<file path="src/rtl/tdp_ram_port_arbiter.sv">
// Two-requester round-robin arbiter in front of RAM port B (write-first, 1-cycle read latency).
// After reset, and on every flush, the arbiter zeroes the whole RAM before it grants any request.
module tdp_ram_port_arbiter #(
    parameter int DATA_WIDTH = 32,
    parameter int DEPTH      = 512,
    localparam int AW        = $clog2(DEPTH)
) (
    input  logic                  clk,
    input  logic                  rst_n,
    input  logic                  req_0,
    input  logic                  req_1,
    input  logic                  we_0,
    input  logic                  we_1,
    input  logic [AW-1:0]         addr_0,
    input  logic [AW-1:0]         addr_1,
    input  logic [DATA_WIDTH-1:0] wdata_0,
    input  logic [DATA_WIDTH-1:0] wdata_1,
    output logic                  gnt_0,
    output logic                  gnt_1,
    output logic                  rvalid,
    output logic                  rid,
    output logic [DATA_WIDTH-1:0] rdata,
    input  logic                  flush_req,
    output logic                  busy,
    output logic                  ram_en_b,
    output logic                  ram_we_b,
    output logic [AW-1:0]         ram_addr_b,
    output logic [DATA_WIDTH-1:0] ram_data_in_b,
    input  logic [DATA_WIDTH-1:0] ram_data_out_b
);

    typedef enum logic [0:0] {
        ST_CLEAR = 1'b0,
        ST_SERVE = 1'b1
    } state_e;

    localparam logic [AW-1:0] LAST_ADDR = AW'(DEPTH - 1);

    state_e          state_q, state_d;
    logic [AW-1:0]   clr_cnt_q, clr_cnt_d;
    logic            last_grant_q, last_grant_d;
    logic            rvalid_q, rvalid_d;
    logic            rid_q, rid_d;
    logic            gnt_0_s, gnt_1_s;

    // Grant decision: on a tie the requester that did not win last time is served.
    always_comb begin
        gnt_0_s = 1'b0;
        gnt_1_s = 1'b0;
        if (state_q == ST_SERVE) begin
            if (req_0 && req_1) begin
                if (last_grant_q) begin
                    gnt_0_s = 1'b1;
                end else begin
                    gnt_1_s = 1'b1;
                end
            end else begin
                gnt_0_s = req_0;
                gnt_1_s = req_1;
            end
        end else begin
            gnt_0_s = 1'b0;
            gnt_1_s = 1'b0;
        end
    end

    // RAM port B steering: clear sweep, granted requester, or idle.
    always_comb begin
        ram_en_b      = 1'b0;
        ram_we_b      = 1'b0;
        ram_addr_b    = '0;
        ram_data_in_b = '0;
        case (state_q)
            ST_CLEAR: begin
                ram_en_b      = 1'b1;
                ram_we_b      = 1'b1;
                ram_addr_b    = clr_cnt_q;
                ram_data_in_b = '0;
            end
            ST_SERVE: begin
                if (gnt_0_s) begin
                    ram_en_b      = 1'b1;
                    ram_we_b      = we_0;
                    ram_addr_b    = addr_0;
                    ram_data_in_b = wdata_0;
                end else if (gnt_1_s) begin
                    ram_en_b      = 1'b1;
                    ram_we_b      = we_1;
                    ram_addr_b    = addr_1;
                    ram_data_in_b = wdata_1;
                end else begin
                    ram_en_b      = 1'b0;
                    ram_we_b      = 1'b0;
                    ram_addr_b    = '0;
                    ram_data_in_b = '0;
                end
            end
            default: begin
                ram_en_b      = 1'b0;
                ram_we_b      = 1'b0;
                ram_addr_b    = '0;
                ram_data_in_b = '0;
            end
        endcase
    end

    // Next-state logic for the FSM, clear counter, round-robin pointer and read tracking.
    always_comb begin
        state_d      = state_q;
        clr_cnt_d    = clr_cnt_q;
        last_grant_d = last_grant_q;
        rvalid_d     = (gnt_0_s && !we_0) || (gnt_1_s && !we_1);
        rid_d        = rid_q;

        if (gnt_0_s) begin
            last_grant_d = 1'b0;
        end else if (gnt_1_s) begin
            last_grant_d = 1'b1;
        end else begin
            last_grant_d = last_grant_q;
        end

        if (rvalid_d) begin
            rid_d = gnt_1_s;
        end else begin
            rid_d = rid_q;
        end

        // A flush seen while clearing is dropped so the sweep is never restarted.
        case (state_q)
            ST_CLEAR: begin
                if (clr_cnt_q == LAST_ADDR) begin
                    state_d   = ST_SERVE;
                    clr_cnt_d = '0;
                end else begin
                    state_d   = ST_CLEAR;
                    clr_cnt_d = clr_cnt_q + AW'(1);
                end
            end
            ST_SERVE: begin
                if (flush_req) begin
                    state_d   = ST_CLEAR;
                    clr_cnt_d = '0;
                end else begin
                    state_d   = ST_SERVE;
                    clr_cnt_d = '0;
                end
            end
            default: begin
                state_d   = ST_CLEAR;
                clr_cnt_d = '0;
            end
        endcase
    end

    // State registers; reset drops any read in flight and restarts the clear at address 0.
    always_ff @(posedge clk or negedge rst_n) begin
        if (!rst_n) begin
            state_q      <= ST_CLEAR;
            clr_cnt_q    <= '0;
            last_grant_q <= 1'b1;
            rvalid_q     <= 1'b0;
            rid_q        <= 1'b0;
        end else begin
            state_q      <= state_d;
            clr_cnt_q    <= clr_cnt_d;
            last_grant_q <= last_grant_d;
            rvalid_q     <= rvalid_d;
            rid_q        <= rid_d;
        end
    end

    assign gnt_0  = gnt_0_s;
    assign gnt_1  = gnt_1_s;
    assign busy   = (state_q == ST_CLEAR);
    assign rvalid = rvalid_q;
    assign rid    = rid_q;
    assign rdata  = ram_data_out_b;

endmodule

</file>
<file path="config.mk">
export PLATFORM = sky130hd
export DESIGN_NAME = tdp_ram_port_arbiter
export DESIGN_NICKNAME = d
export VERILOG_FILES = /design/src/rtl/tdp_ram_port_arbiter.sv
export SDC_FILE = /design/constraint.sdc
export NUM_CORES = 1
export LEC_CHECK = 0
export BUFFER_PORTS_ARGS = -buffer_cell sky130_fd_sc_hd__buf_2
export CORE_AREA = 5 5 75 77
export CTS_BUF_LIST = sky130_fd_sc_hd__clkbuf_16
export DETAILED_ROUTE_END_ITERATION = 7
export DIE_AREA = 0 0 80 82
export PLACE_DENSITY_LB_ADDON = 0.05
export SYNTH_ARGS = -nofsm -noshare
export SYNTH_HDL_FRONTEND = slang
export SYNTH_SLANG_ARGS = --single-unit
</file>
<file path="constraint.sdc">
create_clock -name clk -period 2.4 [get_ports clk]
set_clock_uncertainty 0.15 [all_clocks]
set_input_delay 0 -clock clk [delete_from_list [all_inputs] [get_ports clk]]
set_output_delay 0 -clock clk [all_outputs]
set_load 0.02 [all_outputs]
</file>
# == Yosys cells after proc, flatten, opt, wreduce, memory -nomap -nowiden ==
# Cells that the tools add are included.
# word_totals
regBits,13
latchBits,0
mem_bits_rw,0
rom_bits,0
inputBits,121
output_inout_bits,80
word_cells,40
memories,0
# classes
addsub,1
n_mul,0
div_mod_pow,0
n_lt_le_gt_ge,0
eq_ne,1
n_shift,0
muxes,25
bitwise,1
reduce_logical,7
# ops
op,count
32-bit 2-to-1 mux,2
32-bit one-hot mux with 2 select lines,1
9-bit one-hot mux with 2 select lines,2
9-bit 2-to-1 mux,3
1-bit 2-to-1 mux,14
9-bit by 1-bit adder with 9-bit output (second input constant),1
9-bit == test (second input constant),1
1-bit one-hot mux with 2 select lines,3
1-bit logical AND,3
1-bit zero test,2
2-bit nonzero test,1
1-bit logical OR,1
1-bit NOT,1

# == Logic depth before layout (Yosys ltp) ==
# Gate-level depths: netlist of the first run.
# logic_depth
ltp_word,6
mapped_depth,7
depth_no_buf,6

# == Worst setup path before layout of the first run ==
# OpenSTA, ideal clock, no wires.
# synth_timing
path_type,flip-flop to flip-flop
start,reg clr_cnt_q[0]
end,reg clr_cnt_q[5]
setup_ns,0.078
arrival_ns,1.442
required_ns,2.172
path_slack_ns,0.730
path_stages_with_launch,8
path_buffers,1
synth_period_minus_slack_ns,1.670
path_cell_list,dfrtp_1 > ha_1 > nand3_1 > nor2_1 > ha_1 > or2_2 > clkbuf_1 > a21oi_1
# synth_between
elab_chain_len,3
elab_cells_between_ends,4
classes_between,1 x add/sub; 1 x eq/ne; 2 x mux
# synth_rtl
element,line_no,text
start: declaration,40,"logic [AW-1:0] clr_cnt_q, clr_cnt_d;"
start signal: assignment,166,clr_cnt_q <= clr_cnt_d;
9-bit by 1-bit adder with 9-bit output / 9-bit == test (equally long branches),"137, 132",
9-bit 2-to-1 mux *,132,if (clr_cnt_q == LAST_ADDR) begin
9-bit one-hot mux with 2 select lines *,130,case (state_q)
named net clr_cnt_d[5],40,
# The timed path passes the listed nets; every way through them passes the cells marked *.
# A chain may end at the register's enable or synchronous reset.

# == Worst setup path after layout of the first run ==
# layout_timing
start,reg last_grant_q
end,out ram_addr_b[6]
# layout_between
elab_chain_len,6
elab_cells_between_ends,9
classes_between,9 x mux
# layout_rtl
element,line_no,text
start: declaration,41,"logic last_grant_q, last_grant_d;"
start signal: assignment,167,last_grant_q <= last_grant_d;
1-bit 2-to-1 mux,52,if (last_grant_q) begin
1-bit 2-to-1 mux,51,if (req_0 && req_1) begin
1-bit 2-to-1 mux,50,if (state_q == ST_SERVE) begin
9-bit 2-to-1 mux,86,end else if (gnt_1_s) begin
9-bit 2-to-1 mux *,81,if (gnt_0_s) begin
9-bit one-hot mux with 2 select lines *,73,case (state_q)
end: declaration,27,"output logic [AW-1:0] ram_addr_b,"
# Every way passes the cells marked *; elsewhere a longest branch is shown, timed or not.

==> flow_summary.yaml, run 1 <==
outcome:
  status: "complete, no violations"
route:
  wire_per_inst_microns: 17.4
  antenna_left: 0
  drcViolationCount: 0
  drt_iter0_markers: 39
  totalWireLength_mm: 6.30
  vias_per_cell: 4.65
  first_pass_iters: 4
  vias: 1678
sta:
  final.setup.tns_ns: 0
  fmax_ghz: 0.495
  finalCriticalPeriod_ns: 2.02
  post-route-period-util: 0.842
  setup_viol: 0
  rsz0062_at_grt: "no"
  worst_pin_slew_ns: 0.402
  slew-limit-headroom: 0.732
  hold_viol: 0
  maxSlewViolCount: 0
place:
  port_buffers: 136
  dpl.hpwl_mm: 4.43
  place.gp.congestion: 0.728
finish:
  multi_input_area_sq_um: 684
  fin_nets: 415
  area_growth_pct: 69.9
  antenna_cells: 0
  final_core_util: 0.462
  n_fill_cell: 507
  drive_gt1_frac: 0.495
  regArea_sq_um: 327
logic_synthesis:
  synth-simple-area-share: 0.144
  synthCells: 155
  ys_types: 27
  synth-seq-area-share: 0.243
  synthAdderAreaFrac: 0.0186
  synth_nets: 278
  synth_top_family_by_area: "compound AO/OA/AOI/OAI gates"
  synth_top_flop_cell: "dfrtp_1"
  ys_top_cells_by_count: "a22o_1, buf_4, dfrtp_1"
  synth.largest_area_cell: "dfrtp_1"
  synth_area_sq_mm: 0.00135
  synth.avg_cell_area_sq_um: 8.68
  yosysWarnings: 0
  post-synth-top-area-fraction: 0.223
  post-synth-top-count-cell: "a22o_1"
  synthXorXnorAreaFrac: 0.0195
  synthTopCellsByArea: "dfrtp_1, a22o_1, buf_4"
  synth_seq_cells: 13
  synth_compound_area_frac: 0.327
  synth_edf_count: 0
  async_reset_ff_frac: 1.00
  synth.area.mux_share: 0
worst_setup_path:
  critPathRequiredTime_ns: 2.25
  reg2reg_slack_ns: 0.68
  endpoint_kind: "output pin"
  crit_arrival_ns: 1.87
  cp_max_fo: 40
  timing.rr.end: "clr_cnt_q[6]$_DFF_PN0_"
  startpoint_type: "flop"
  reg2regPathDepth: 6
  crit_type: "flop to output pin"
  r2r_start: "clr_cnt_q[0]$_DFF_PN0_"
clock_tree:
  cts-resized-gates: 0
  htreeDepth: 1
  cts_buffers: 3
  clockRootBuffer: "clkbuf_16"
  clk_latency_ns: 0.24
  cts_tree: "done"
  clk_pin_slew_ns: 0.04
  clock_sinks: 13
  cts_buffer_depth: 2
  ctsHoldBuffers: 38
  post_cts_buffers: 0
die:
  core_sq_mm: 0.00494
  die_h_microns: 82
  io_pins: 201
  dieArea_sq_mm: 0.00656
  die_w_microns: 80
  rows: 26
  initial_core_util: 0.272
global_route:
  antenna_found_initial: 0
  grt_usage: 0.174
  grt_overflow: 0
  grt_pass1_wl_mm: 8.80
  grt_pass1_vias: 1616
  grt_max_degree: 45
power_and_ir_drop:
  peakVddDrop_v: 0.000396
  p_total_w: 0.00129
  power_leakage_nw: 1.26
  power_density_mw_per_mm2: 564
min_path:
  min-delay-start: "req_1"
  min_path_cells: 3
  hold_class: "input pin to flop"
  hold_end: "rid$_DFFE_PN0P_"
job:
  cap_violations: 0
## per-layer routing
layer | up-vias | global-route usage | share of wire
met5 | - | 0 | 0
met4 | 0 | 0.0473 | 0.018
met3 | 10 | 0.0384 | 0.079
met2 | 90 | 0.320 | 0.53
met1 | 761 | 0.202 | 0.38
li1 | 817 | - | -
## critical path: stages, from the launching register on
cell,delay [ns]
dfstp_2,0.54
nand2_1,0.08
and3_1,0.23
buf_4,0.27
a221o_1,0.34
buf_2,0.16
## area by class of cell
type / instances / area share
multi-input combinational: 94 / 0.300
timing repair buffer: 177 / 0.480
sequential: 13 / 0.143
clock inverter: 1 / 0.00164
inverter: 3 / 0.00493
clock buffer: 3 / 0.0329
tap: 70 / 0.0383
## registers in the layout, summed over array words and instances (netlist names)
name,count
clr_cnt_q,9
last_grant_q,1
rid,1
rvalid,1
state_q,1
## kinds of logic after synthesis
logic type,Yosys count
flops,13
compound gates,53
xor+xnor,3
simple gates,36
fa+ha+maj,2
buf+inv,48
## through the flow
step / hold WS (ns) / instance area (sq um) / cells / setup WS [ns]
after CTS: 0.0102 / 2280 / 361 / 0.369
final: 0.00266 / 2280 / 361 / 0.379
after floorplan: -0.446 / 1350 / 155 / 0.730
after global placement: -0.234 / 1830 / 319 / 0.667
after detailed placement: -0.242 / 1830 / 319 / 0.628
after global routing: 0.0383 / 2280 / 361 / 0.275
## worst max-delay path by stage
stage          slack, ns                      from  cells past startpoint                     end
2_1_floorplan       0.73    clr_cnt_q[0]$_DFF_PN0_                      7  clr_cnt_q[5]$_DFF_PN0_
4_1_cts             0.37  last_grant_q$_DFFE_PN1P_                      5           ram_addr_b[6]
3_3_place_gp        0.67  last_grant_q$_DFFE_PN1P_                      5           ram_addr_b[5]
5_1_grt             0.28  last_grant_q$_DFFE_PN1P_                      5           ram_addr_b[2]
6_report            0.38  last_grant_q$_DFFE_PN1P_                      5           ram_addr_b[6]
3_5_place_dp        0.63  last_grant_q$_DFFE_PN1P_                      5           ram_addr_b[6]
## power by group
group | switching [W] | internal [W] | total (W)
logic | 0.000346 | 0.000292 | 0.000638
registers | 0.0000617 | 0.000284 | 0.000346
clock network | 0.0000857 | 0.000219 | 0.000305
total | 0.000493 | 0.000795 | 0.00129
## cell usage in the layout, fill, tap and decap left out
cell type	netlist	routed
a21oi_1	6	6
a221o_1	9	9
a22o_1	33	33
a31oi_1	1	1
a41oi_1	1	1
and2_1	1	1
and3_1	2	2
buf_12	0	1
buf_2	8	136
buf_4	32	2
clkbuf_16	0	3
dfrtp_1	12	12
dfstp_2	1	1
dlygate4sd3_1	0	38
ha_1	2	2
inv_1	3	4
nand2_1	3	3
nand2b_1	1	1
nand3_1	7	7
nand4_1	1	1
nor2_1	6	6
nor2b_1	10	10
o21ai_0	3	3
or2_2	1	1
or3_1	4	4
xnor2_1	1	1
xor2_1	2	2
Note: power is estimated with default switching activity, not from simulation.
==> inputs of run 2 (changes only) <==
clock period = 2.1 ns   (was 2.4 ns; I/O delays follow)
==> flow_summary.yaml, run 2 (synthesis gave the netlist of run 1 again) <==
route:
  vias_per_cell: 4.85
  totalWireLength_mm: 6.44
  antenna_left: 0
  vias: 1756
  wire_per_inst_microns: 17.8
  drt_iter0_markers: 57
  first_pass_iters: 4
  drcViolationCount: 0
finish:
  top_register: "clr_cnt_q"
  largest_reg_flops: 9
  antenna_cells: 0
  drive_gt1_frac: 0.497
  fin_nets: 416
  area_growth_pct: 70.4
  final_common_cell: "buf_2"
  layout_common_cells: "buf_2, dlygate4sd3_1, a22o_1"
die:
  die_h_microns: 82
  rows: 26
  die_w_microns: 80
  core_sq_mm: 0.00494
  io_pins: 201
  initial_core_util: 0.272
  dieArea_sq_mm: 0.00656
sta:
  hold_viol: 0
  fmax_ghz: 0.507
  rsz0062_at_grt: "no"
  whs_ns: 0.0334
  post-route-period-util: 0.939
  worst_pin_slew_ns: 0.308
  setup_viol: 0
  maxSlewViolCount: 0
  finalCriticalPeriod_ns: 1.97
  final.setup.tns_ns: 0
  slew-limit-headroom: 0.794
clock_tree:
  clock_sinks: 13
  clk_pin_slew_ns: 0.05
  clk_latency_ns: 0.24
  cts_tree: "done"
  htreeDepth: 1
  cts-resized-gates: 0
  cts_buffers: 3
  cts_buffer_depth: 2
  clockRootBuffer: "clkbuf_16"
worst_setup_path:
  crit_start: "last_grant_q$_DFFE_PN1P_"
  cp_cell_sequence: "nand2b_1, and3_1, buf_12, a221o_1, buf_2"
  crit_type: "flop to output pin"
  critPathRequiredTime_ns: 1.95
  slowest_delay_ns: 0.54
  r2r_start: "clr_cnt_q[0]$_DFF_PN0_"
  cp_top_family: "flip-flops"
  startpoint_type: "flop"
  worst_path_max_delay_cell: "dfstp_2"
  cp_max_fo: 39
  crit_arrival_ns: 1.82
  endpoint_kind: "output pin"
  path_buf_inv: 2
global_route:
  antenna_found_initial: 0
  grt_max_degree: 40
  grt_overflow: 0
  grt_pass1_vias: 1735
  grt_usage: 0.178
  grt_pass1_wl_mm: 8.96
min_path:
  min-delay-start: "req_1"
  hold_class: "input pin to flop"
power_and_ir_drop:
  power_density_mw_per_mm2: 648
  p_int_w: 0.000911
  swShare: 0.387
  power_leakage_nw: 1.26
  clockPowerShare: 0.240
  p_comb_frac: 0.496
  peakVddDrop_v: 0.000491
  seqPwrFrac: 0.265
  p_switching_w: 0.000575
place:
  place.gp.congestion: 0.770
  dpl.hpwl_mm: 4.54
  port_buffers: 136
outcome:
  status: "complete, no violations"
job:
  cap_violations: 0
## run 2: cell types whose count changed in the layout (fill, tap and decap cells not counted)
| cell | previous run | this run |
|---|---|---|
| buf_4 | 2 | 3 |
## run 2: worst paths after layout
| kind | to | slack, ns | cells past startpoint |
|---|---|---|---|
| min | rid$_DFFE_PN0P_ | 0.03 | 3 |
| max | ram_addr_b[6] | 0.13 | 5 |
| max reg2reg | clr_cnt_q[7]$_DFF_PN0_ | 0.37 | 6 |
| min reg2reg | clr_cnt_q[0]$_DFF_PN0_ | 0.34 | 1 |
| min in group asynchronous | clr_cnt_q[8]$_DFF_PN0_ | 0.04 | 2 |
| max in group asynchronous | last_grant_q$_DFFE_PN1P_ | 1.47 | 2 |
## run 2: cell type report
type	count	area [sq um]
timing repair buffer	178	1100
sequential	13	327
inverter	3	11.3
tap	70	87.6
clock inverter	1	3.75
fill	501	2650
multi-input combinational	94	684
clock buffer	3	75.1
## run 2: worst min-delay path, delay by kind of cell
kind                   cells  cell delay [ns]
AO/OA/AOI/OAI              2             0.25
buffers and inverters      1             0.13
## run 2: per-stage QoR
step           cells  instance area [sq um]  setup WS, ns  power [W]  utilization
2_1_floorplan    155                   1350         0.430   0.000864            -
3_3_place_gp     320                   1830         0.366    0.00102        0.371
3_5_place_dp     320                   1830         0.385    0.00102        0.371
4_1_cts          362                   2290         0.128    0.00150        0.464
5_1_grt          362                   2290        0.0374    0.00159        0.464
6_report         362                   2290         0.129    0.00149        0.464
## run 2: repair_timing
action,in CTS,in global routing
hold endpoints to repair,49,0
hold buffers,38,0
buffers inserted,0,0
## run 2: per-layer routing
layer / wire length, microns / global-route usage
met3: 512 / 0.0296
met5: 0 / 0
met2: 3430 / 0.325
met4: 200 / 0.0811
met1: 2300 / 0.201
## run 2: power by group through the flow
stage	sequential [W]	clock (W)	combinational, W
finish	0.000393	0.000356	0.000737
global route	0.000411	0.000376	0.000801
floorplan	0.000393	0	0.000471
global placement	0.000398	0	0.000626
detailed placement	0.000398	0	0.000619
CTS	0.000393	0.000365	0.000737
